[src/rtl/coax_link_pkg.sv]
// Shared types and helpers for the coax half-duplex line controller.
package coax_link_pkg;

   // Width of one coax word as delivered by coax_rx.
   localparam int unsigned WordWidth = 10;

   typedef enum logic [2:0] {
      StIdle,
      StTx,
      StTurnaround,
      StWaitResp,
      StReceive,
      StDone
   } link_state_e;

   // Bits needed for a counter that runs 0 .. n-1 (at least one bit).
   function automatic int unsigned cnt_width(input int unsigned n);
      return (n > 1) ? $clog2(n) : 1;
   endfunction

endpackage

[src/rtl/coax_fifo.sv]
// Synchronous show-ahead FIFO; the head word is visible on rdata without a pop.
// Depth must be a power of two so the pointers wrap naturally.
module coax_fifo #(
   parameter int unsigned Width = 10,
   parameter int unsigned Depth = 16
) (
   input  logic                     clk,
   input  logic                     reset,
   input  logic                     clear,
   input  logic                     push,
   input  logic [Width-1:0]         wdata,
   input  logic                     pop,
   output logic [Width-1:0]         rdata,
   output logic                     full,
   output logic                     empty,
   output logic [$clog2(Depth):0]   count
);

   localparam int unsigned AddrW = $clog2(Depth);
   localparam logic [AddrW:0] FullCount = (AddrW + 1)'(Depth);

   logic [Width-1:0] mem_q [Depth];
   logic [AddrW-1:0] wr_ptr_q, rd_ptr_q;
   logic [AddrW:0]   count_q, count_d;
   logic             empty_q;
   logic             do_push, do_pop;

   assign full    = (count_q == FullCount);
   assign do_pop  = pop && !empty_q;
   // A push into a full FIFO only lands when a pop frees the slot in the same cycle.
   assign do_push = push && (!full || do_pop);

   // Next occupancy from the effective push/pop pair.
   always_comb begin
      count_d = count_q;
      unique case ({do_push, do_pop})
         2'b10:   count_d = count_q + 1'b1;
         2'b01:   count_d = count_q - 1'b1;
         default: count_d = count_q;
      endcase
   end

   // Pointer, occupancy and empty-flag registers.
   always_ff @(posedge clk) begin
      if (reset || clear) begin
         wr_ptr_q <= '0;
         rd_ptr_q <= '0;
         count_q  <= '0;
         empty_q  <= 1'b1;
      end else begin
         if (do_push) wr_ptr_q <= wr_ptr_q + 1'b1;
         if (do_pop)  rd_ptr_q <= rd_ptr_q + 1'b1;
         count_q <= count_d;
         empty_q <= (count_d == '0);
      end
   end

   // Storage array; contents need no reset because empty masks the head.
   always_ff @(posedge clk) begin
      if (do_push && !clear) mem_q[wr_ptr_q] <= wdata;
   end

   assign rdata = empty_q ? '0 : mem_q[rd_ptr_q];
   assign empty = empty_q;
   assign count = count_q;

endmodule

[src/rtl/coax_link_ctrl.sv]
// Half-duplex coax line controller: transmit, turnaround, wait for response, receive.
// Keeps coax_rx in reset whenever the line is not listening, buffers received words.
// Optional build macro COAX_LINK_ERROR_ABORT_EN: the first rx_error in RECEIVE ends
// the transaction at once and drops the word strobed with it.
module coax_link_ctrl
   import coax_link_pkg::*;
#(
   parameter int unsigned TURNAROUND_CLOCKS       = 16,
   parameter int unsigned RESPONSE_TIMEOUT_CLOCKS = 512,
   parameter int unsigned FIFO_DEPTH              = 16
) (
   input  logic                          clk,
   input  logic                          reset,
   input  logic                          start,
   input  logic                          abort,
   output logic                          busy,
   output logic                          done,
   input  logic                          tx_active,
   output logic                          rx_reset,
   input  logic                          rx_active,
   input  logic [WordWidth-1:0]          rx_data,
   input  logic                          rx_strobe,
   input  logic                          rx_error,
   output logic [WordWidth-1:0]          fifo_data,
   output logic                          fifo_empty,
   input  logic                          fifo_read,
   output logic [$clog2(FIFO_DEPTH):0]   word_count,
   output logic                          timeout,
   output logic                          error,
   output logic                          overflow
);

   localparam int unsigned TurnW = cnt_width(TURNAROUND_CLOCKS);
   localparam int unsigned RespW = cnt_width(RESPONSE_TIMEOUT_CLOCKS);
   localparam int unsigned CntW  = (TurnW > RespW) ? TurnW : RespW;
   localparam logic [CntW-1:0] TurnLast = CntW'(TURNAROUND_CLOCKS - 1);
   localparam logic [CntW-1:0] RespLast = CntW'(RESPONSE_TIMEOUT_CLOCKS - 1);

   link_state_e     state_q, state_d;
   logic [CntW-1:0] cnt_q, cnt_d;
   logic            seen_q, seen_d;   // tx_active high observed in this TX phase
   logic            timeout_q, timeout_d;
   logic            error_q, error_d;
   logic            overflow_q, overflow_d;
   logic            busy_q, done_q, rx_reset_q;
   logic            fifo_push, fifo_clear, fifo_full;

   // Next-state, counter, status and FIFO control decode.
   always_comb begin
      state_d    = state_q;
      cnt_d      = cnt_q;
      seen_d     = seen_q;
      timeout_d  = timeout_q;
      error_d    = error_q;
      overflow_d = overflow_q;
      fifo_push  = 1'b0;
      fifo_clear = 1'b0;

      if (abort) begin
         // Abort beats everything, including start; FIFO and status are kept.
         state_d = StIdle;
      end else begin
         unique case (state_q)
            StIdle: begin
               if (start) begin
                  state_d    = StTx;
                  seen_d     = 1'b0;
                  fifo_clear = 1'b1;
                  timeout_d  = 1'b0;
                  error_d    = 1'b0;
                  overflow_d = 1'b0;
               end
            end
            StTx: begin
               if (tx_active) begin
                  seen_d = 1'b1;
               end else if (seen_q) begin
                  state_d = StTurnaround;
                  cnt_d   = '0;
               end
            end
            StTurnaround: begin
               if (cnt_q == TurnLast) begin
                  state_d = StWaitResp;
                  cnt_d   = '0;
               end else begin
                  cnt_d = cnt_q + 1'b1;
               end
            end
            StWaitResp: begin
               if (rx_active) begin
                  state_d = StReceive;
               end else if (cnt_q == RespLast) begin
                  timeout_d = 1'b1;
                  state_d   = StDone;
               end else begin
                  cnt_d = cnt_q + 1'b1;
               end
            end
            StReceive: begin
`ifdef COAX_LINK_ERROR_ABORT_EN
               if (rx_error) begin
                  error_d = 1'b1;
                  state_d = StDone;
               end else begin
                  fifo_push = rx_strobe;
                  if (rx_strobe && fifo_full && !fifo_read) overflow_d = 1'b1;
                  if (!rx_active) state_d = StDone;
               end
`else
               if (rx_error) error_d = 1'b1;
               fifo_push = rx_strobe;
               if (rx_strobe && fifo_full && !fifo_read) overflow_d = 1'b1;
               if (!rx_active) state_d = StDone;
`endif
            end
            StDone: begin
               state_d = StIdle;
            end
            default: begin
               state_d = StIdle;
            end
         endcase
      end
   end

   // State, counter, status and registered output flops.
   always_ff @(posedge clk) begin
      if (reset) begin
         state_q    <= StIdle;
         cnt_q      <= '0;
         seen_q     <= 1'b0;
         timeout_q  <= 1'b0;
         error_q    <= 1'b0;
         overflow_q <= 1'b0;
         busy_q     <= 1'b0;
         done_q     <= 1'b0;
         rx_reset_q <= 1'b1;
      end else begin
         state_q    <= state_d;
         cnt_q      <= cnt_d;
         seen_q     <= seen_d;
         timeout_q  <= timeout_d;
         error_q    <= error_d;
         overflow_q <= overflow_d;
         busy_q     <= (state_d != StIdle);
         done_q     <= (state_d == StDone);
         rx_reset_q <= !((state_d == StWaitResp) || (state_d == StReceive));
      end
   end

   coax_fifo #(
      .Width (WordWidth),
      .Depth (FIFO_DEPTH)
   ) u_fifo (
      .clk   (clk),
      .reset (reset),
      .clear (fifo_clear),
      .push  (fifo_push),
      .wdata (rx_data),
      .pop   (fifo_read),
      .rdata (fifo_data),
      .full  (fifo_full),
      .empty (fifo_empty),
      .count (word_count)
   );

   assign busy     = busy_q;
   assign done     = done_q;
   assign rx_reset = rx_reset_q;
   assign timeout  = timeout_q;
   assign error    = error_q;
   assign overflow = overflow_q;

endmodule

[config.mk]
export PLATFORM = sky130hd
export DESIGN_NAME = coax_link_ctrl
export DESIGN_NICKNAME = d
export VERILOG_FILES = /design/src/rtl/coax_link_pkg.sv /design/src/rtl/coax_fifo.sv /design/src/rtl/coax_link_ctrl.sv
export SDC_FILE = /design/constraint.sdc
export NUM_CORES = 1
export LEC_CHECK = 0
export BUFFER_PORTS_ARGS = -buffer_cell sky130_fd_sc_hd__buf_2
export CORE_UTILIZATION = 55
export CTS_CLUSTER_DIAMETER = 30
export CTS_CLUSTER_SIZE = 14
export DETAILED_ROUTE_END_ITERATION = 16
export PLACE_DENSITY = 0.75
export SLEW_MARGIN = 40
export SYNTH_ARGS = -nofsm -noshare
export SYNTH_HDL_FRONTEND = slang
export SYNTH_SLANG_ARGS = --single-unit
[constraint.sdc]
create_clock -name clk -period 9.25 [get_ports clk]
set_clock_uncertainty 0.05 [all_clocks]
set_input_delay 0 -clock clk [delete_from_list [all_inputs] [get_ports clk]]
set_output_delay 0 -clock clk [all_outputs]
set_load 0.005 [all_outputs]
=== After elaboration in Yosys (flattened, before gate mapping) ===
Memory sizes are Yosys's and may differ from the RTL's. A register that Yosys moved wholly into a read port is not among the register bits.
Index checks and enable logic that the tools add are counted.

* Flip-flop bits (word level): 33
* Word-level logic and storage cells: 102
* Memories kept: 1
* Input port bits: 19
* RAM bits: 160
* Output and inout bits: 22

* $add $sub $neg: 5
* Reductions and logical operators: 25
* Equal/unequal tests: 21
* Bitwise gates (word level): 1
* Muxes and demuxes: 36

{| class="wikitable"
|+ Memories
! memory !! depth !! width !! read ports !! clocked after memory_dff !! wr ports !! RTL line !! RTL
|-
| u_fifo.mem_q || 16 || 10 || 1 || 1 || 1 || coax_fifo.sv:22 || <nowiki>logic [Width-1:0] mem_q [Depth];</nowiki>
|}

{| class="wikitable"
|+ Operator list
! operator !! number
|-
| 9-bit 2-to-1 mux || 5
|-
| 9-bit case mux with 3 select lines || 1
|-
| 3-bit 2-to-1 mux || 8
|-
| 2-bit != test (second input constant) || 9
|-
| 3-bit case mux with 5 select lines || 1
|-
| 1-bit 2-to-1 mux || 13
|-
| 4-bit AND reduction || 3
|-
| 10-bit 2-to-1 mux || 1
|-
| 5-bit case mux with 2 select lines || 1
|-
| 9-bit by 1-bit adder with 9-bit output (second input constant) || 1
|-
| 3-bit by 2-bit equality test with 1-bit output (second input constant) || 3
|-
| 3-bit equality test (second input constant) || 3
|-
| 9-bit by 4-bit equality test with 1-bit output (second input constant) || 1
|-
| 9-bit equality test (second input constant) || 1
|-
| 4-bit by 1-bit adder with 4-bit output (second input constant) || 2
|-
| 4-bit 2-to-1 mux || 2
|-
| 1-bit case mux with 2 select lines || 4
|-
| 6-bit AND reduction || 1
|-
| 2-bit nonzero test || 3
|-
| 3-bit nonzero test || 2
|-
| 5-bit by 1-bit adder with 5-bit output (second input constant) || 1
|-
| 5-bit equality test (second input constant) || 1
|-
| 1-bit logical AND || 5
|-
| 1-bit zero test || 5
|-
| other kinds (9) || 11
|}

=== Longest topological paths before layout ===
* Depth after elaboration: 8
* Depth in mapped cells: 9
* Depth with buffers taken out: 9

=== By module ===
Synthesis repeated with hierarchy kept, for this count alone.

* Cell total of the unflattened synthesis: 464
* Area, all modules: 7981.4 um^2

{| class="wikitable"
|+ Modules (own cells, without submodules)
! module !! instances !! seq. area each (um^2) !! cells an instance !! area each (um^2)
|-
| coax_fifo || 1 || 5165.0 || 358 || 7054.3
|-
| coax_link_ctrl || 1 || 380.4 || 106 || 927.1
|}

=== Worst setup path before layout ===
OpenSTA, ideal clock, no wires.

* Path kind: register to register
* From: register state_q[0]
* To: memory u_fifo.mem_q[3][0] (enable)
* Data required time: 8.796 ns
* Data arrival time: 2.456 ns
* Path buffers: 0
* Stages on the path, launching flop included: 5
* Library setup time: 0.404 ns
* Clock period less this slack: 2.910 ns
* Slack: 6.340 ns
* Path through: dfxtp_1 > or3_4 > a311oi_1 > nand2_1 > nor4_1

* Word-level cells in the longest chain between the ends: 7
* Elaborated cells on any way between the ends: 11
* Classes of those cells: 1 x eq/ne; 6 x mux; 4 x reduce/logical

{| class="wikitable"
|+ Ends and longest elaborated chain
! what !! RTL line !! RTL
|-
| start: declaration || coax_link_ctrl.sv:39 || <nowiki>link_state_e state_q, state_d;</nowiki>
|-
| start signal: assignment || coax_link_ctrl.sv:130 || <nowiki>state_q <= StIdle;</nowiki>
|-
| start signal: assignment || coax_link_ctrl.sv:140 || <nowiki>state_q <= state_d;</nowiki>
|-
| 3-bit equality test / 3-bit zero test (equally long branches) || coax_link_ctrl.sv:63 || <nowiki>unique case (state_q)</nowiki>
|-
| 1-bit 2-to-1 mux || coax_link_ctrl.sv:63 ||
|-
| 1-bit 2-to-1 mux || coax_link_ctrl.sv:59 || <nowiki>if (abort) begin</nowiki>
|-
| 1-bit logical AND / 1-bit zero test (equally long branches) || coax_fifo.sv:31, coax_fifo.sv:60 ||
|-
| 1-bit logical AND * || coax_fifo.sv:60 || <nowiki>if (do_push && !clear) mem_q[wr_ptr_q] <= wdata;</nowiki>
|-
| 1-bit 2-to-1 mux * || coax_fifo.sv:60 ||
|-
| 1-bit 2-to-1 mux (implied by the code) * || coax_fifo.sv:60 ||
|-
| end: declaration || coax_fifo.sv:22 ||
|}

Every way passes the cells marked *; elsewhere a longest branch is shown, timed or not.

=== Worst setup path in the final report ===
* From: register state_q[0]
* To: memory u_fifo.mem_q[11][5] (enable)

Same word-level chain as after synthesis.

==> impl_metrics.json <==
{
  "status": "finished clean",
  "diodes": 0,
  "ys_ff_latch": 197,
  "fp.dieH_um": 122,
  "postCtsSetupRepairBufs": 0,
  "critPathSlowestCell": "a311oi_1",
  "grt_usage": 0.235,
  "final_cell_mix": "edfxtp_1 (160), mux4_2 (50), buf_2 (40)",
  "start_kind": "flip-flop",
  "p_per_area_nw_per_um2": 194,
  "synth-xor-area-share": 0.0176,
  "path_clk_slew_ns": 0.06,
  "hold_depth": 5,
  "ys.flop_type": "edfxtp_1",
  "final_area_um2": 9180,
  "rows": 43,
  "route.detailed.drc": 0,
  "cp_max_fo": 13,
  "ctsHoldBuffers": 18,
  "clkLatencyLatePin_ns": 0.43,
  "min_from": "rx_active",
  "cts_sinks": 197,
  "dr.pass1.iters": 5,
  "fin_setup_tns_ns": 0,
  "worst_setup_path_end_kind": "flip-flop",
  "dpl-instance-area_um2": 8350,
  "ctsResizeCount": 0,
  "max_freq_mhz": 338,
  "drt_iter0_drc": 309,
  "tightest_slew_ns": 0.715,
  "synth_edf_count": 160,
  "antenna_found_initial": 0,
  "synthArstFlopShare": 0,
  "grt_pass1_wl_um": 24900,
  "grt_start_max_net_pins": 41,
  "ir_worst_vdd_mv": 0.133,
  "io_pins": 41,
  "synth-compound-area-share": 0.0324,
  "vias": 4275,
  "syn_to_final_growth_pct": 15.3,
  "gp_congestion": 0.833,
  "dpl.cell_count": 656,
  "die-width_um": 122,
  "reg2reg_slack_ns": 6.30,
  "routed_wirelength_um": 15800,
  "place_hpwl_um": 10100,
  "die-area_um2": 15000,
  "portBuffers": 40,
  "avgSynthCellArea_um2": 17.6,
  "rsz0062_at_grt": "no",
  "gr-total-overflow": 0,
  "hold_ws_ns": 0.0688,
  "cts.path.max_buffers": 2,
  "whs_endpoint": "timeout",
  "mostFrequentLayoutCell": "edfxtp_1",
  "leakagePower_nw": 3.07,
  "period_minus_slack_ns": 2.95,
  "drv_cap": 0,
  "crit_chain": "or3_4, a311oi_1, nand2_1, nor3_1, and2_1",
  "seq_area_frac_synth": 0.696,
  "arrival_ns": 2.97,
  "cts_inserted_buffers": 17,
  "layout.nets": 543,
  "path_buf_inv": 0,
  "core-area_um2": 14000,
  "critPathKind": "reg -> reg",
  "grt_pass1_vias": 4346,
  "setup_viol": 0,
  "finalHoldViolations": 0,
  "period_share": 0.319,
  "path_delay_family": "simple AND/OR/NAND/NOR gates",
  "max_stage_delay_ns": 0.57,
  "cp.required_ns": 9.27,
  "relSlewSlack": 0.523,
  "wire_per_inst_um": 22.4,
  "viasPerCell": 6.06,
  "synthesis.area_um2": 7960,
  "cts_max_level": 4,
  "synth_cell_types": 51,
  "reg2reg_depth": 5,
  "hold_class": "in -> reg",
  "r2r_end": "u_fifo.mem_q[11][5]",
  "power_mw": 1.78,
  "cts_tree": "built",
  "final_max_slew_viol_count": 0,
  "synthSimpleGateAreaFrac": 0.0756,
  "final-instance-count-excl-fill": 706,
  "root_buffer": "clkbuf_16",
  "ant_nets": 0,
  "yosysWarningCount": 0,
  "synth_fa_ha_area_frac": 0.0182,
  "synth_top_family_by_area": "multiplexers",
  "synth_nets": 482,
  "final_layout_size_suffix_gt1_frac": 0.260,
  "r2r-start": "state_q[0]",
  "synthCells": 452,
  "start_util": 0.569,
  "muxShareOfSynthArea": 0.146
}
layout make-up:
| type | count | area (µm²) |
|---|---|---|
| clock inverters | 14 | 208 |
| well taps | 180 | 225 |
| fillers | 944 | 4800 |
| clock buffers | 18 | 429 |
| multi-input cells | 227 | 2330 |
| flip-flops and latches | 197 | 5550 |
| inverters | 10 | 37.5 |
| repair buffers | 60 | 399 |
worst max-delay path by stage:
stage | endpoint | start | slack, ns | cells after the start
floorplan | u_fifo.mem_q[3][0] | state_q[0] | 6.34 | 4
global placement | u_fifo.mem_q[7][4] | state_q[0] | 6.43 | 4
detailed placement | u_fifo.mem_q[15][6] | state_q[0] | 6.30 | 4
CTS | u_fifo.mem_q[15][1] | state_q[0] | 6.25 | 4
global route | u_fifo.mem_q[11][1] | state_q[0] | 6.09 | 5
finish | u_fifo.mem_q[11][5] | state_q[0] | 6.30 | 5
through the flow:
stage	setup slack, ns	util
2_1_floorplan	6.34	-
3_5_place_dp	6.30	0.597
4_1_cts	6.25	0.655
5_1_grt	6.09	0.657
3_3_place_gp	6.43	0.597
6_report	6.30	0.657
cells in the mapped netlist, types with 2 or more instances:
library cell  number  area, µm²
nand4_1            5       31.3
buf_1              2       7.51
and3_1             4       25.0
o21ai_0            4       20.0
buf_2              6       30.0
a21o_1             3       22.5
xor2_1             9       78.8
or3_1              2       12.5
inv_1             10       37.5
dfxtp_1           37        741
nand2_1           18       67.6
nor2_1            34        128
mux2i_1            2       20.0
nor4_1             3       18.8
nor2b_1           14       87.6
o211ai_1           2       15.0
edfxtp_1         160       4800
nand2b_1           2       12.5
and2_1            13       81.3
clkbuf_1          10       37.5
xnor2_1            7       61.3
mux4_2            50       1130
a2111oi_2          2       30.0
a21oi_1            9       45.0
nor3_1             6       30.0
ha_1              10        125
a22oi_1            4       30.0
where the power goes:
| part | total [mW] | switching (mW) | leakage, nW | internal (mW) |
|---|---|---|---|---|
| registers | 0.958 | 0.00124 | 1.74 | 0.957 |
| logic | 0.0321 | 0.0207 | 1.02 | 0.0115 |
| clock network | 0.790 | 0.311 | 0.311 | 0.478 |
| total | 1.78 | 0.333 | 3.07 | 1.45 |
worst reg2reg max path, stage by stage (launching register included):
cell and delay [ns]:
dfxtp_1 0.44, or3_4 0.48, a311oi_1 0.57, nand2_1 0.15, nor3_1 0.34, and2_1 0.56
routing by layer:
metal / global-route usage / wire (µm) / vias to the layer above
met2: 0.384 / 7950 / 157
met4: 0.0907 / 325 / 0
met3: 0.0530 / 961 / 27
li1: - / - / 1906
met5: 0 / 0 / -
met1: 0.310 / 6540 / 2185
logic make-up (layout without fill, tap and decap cells):
group / count (synthesis) / in the layout
buffers and inverters: 28 / 102
and+or+nand+nor: 112 / 112
AOI/OAI and AO/OA: 35 / 35
xor gates and xnor gates: 16 / 16
muxes: 53 / 53
DFF: 197 / 197
adders and majority gates: 11 / 11
sequential cells by signal (all words and copies together) (netlist names), named ones only:
register,flops
u_fifo.rd_ptr_q,4
rx_reset,1
done,1
state_q,3
u_fifo.mem_q,160
timeout,1
error,1
cnt_q,9
u_fifo.count,5
busy,1
u_fifo.empty,1
overflow,1
u_fifo.wr_ptr_q,4
seen_q,1
Note: power is estimated with default switching activity, not from simulation.
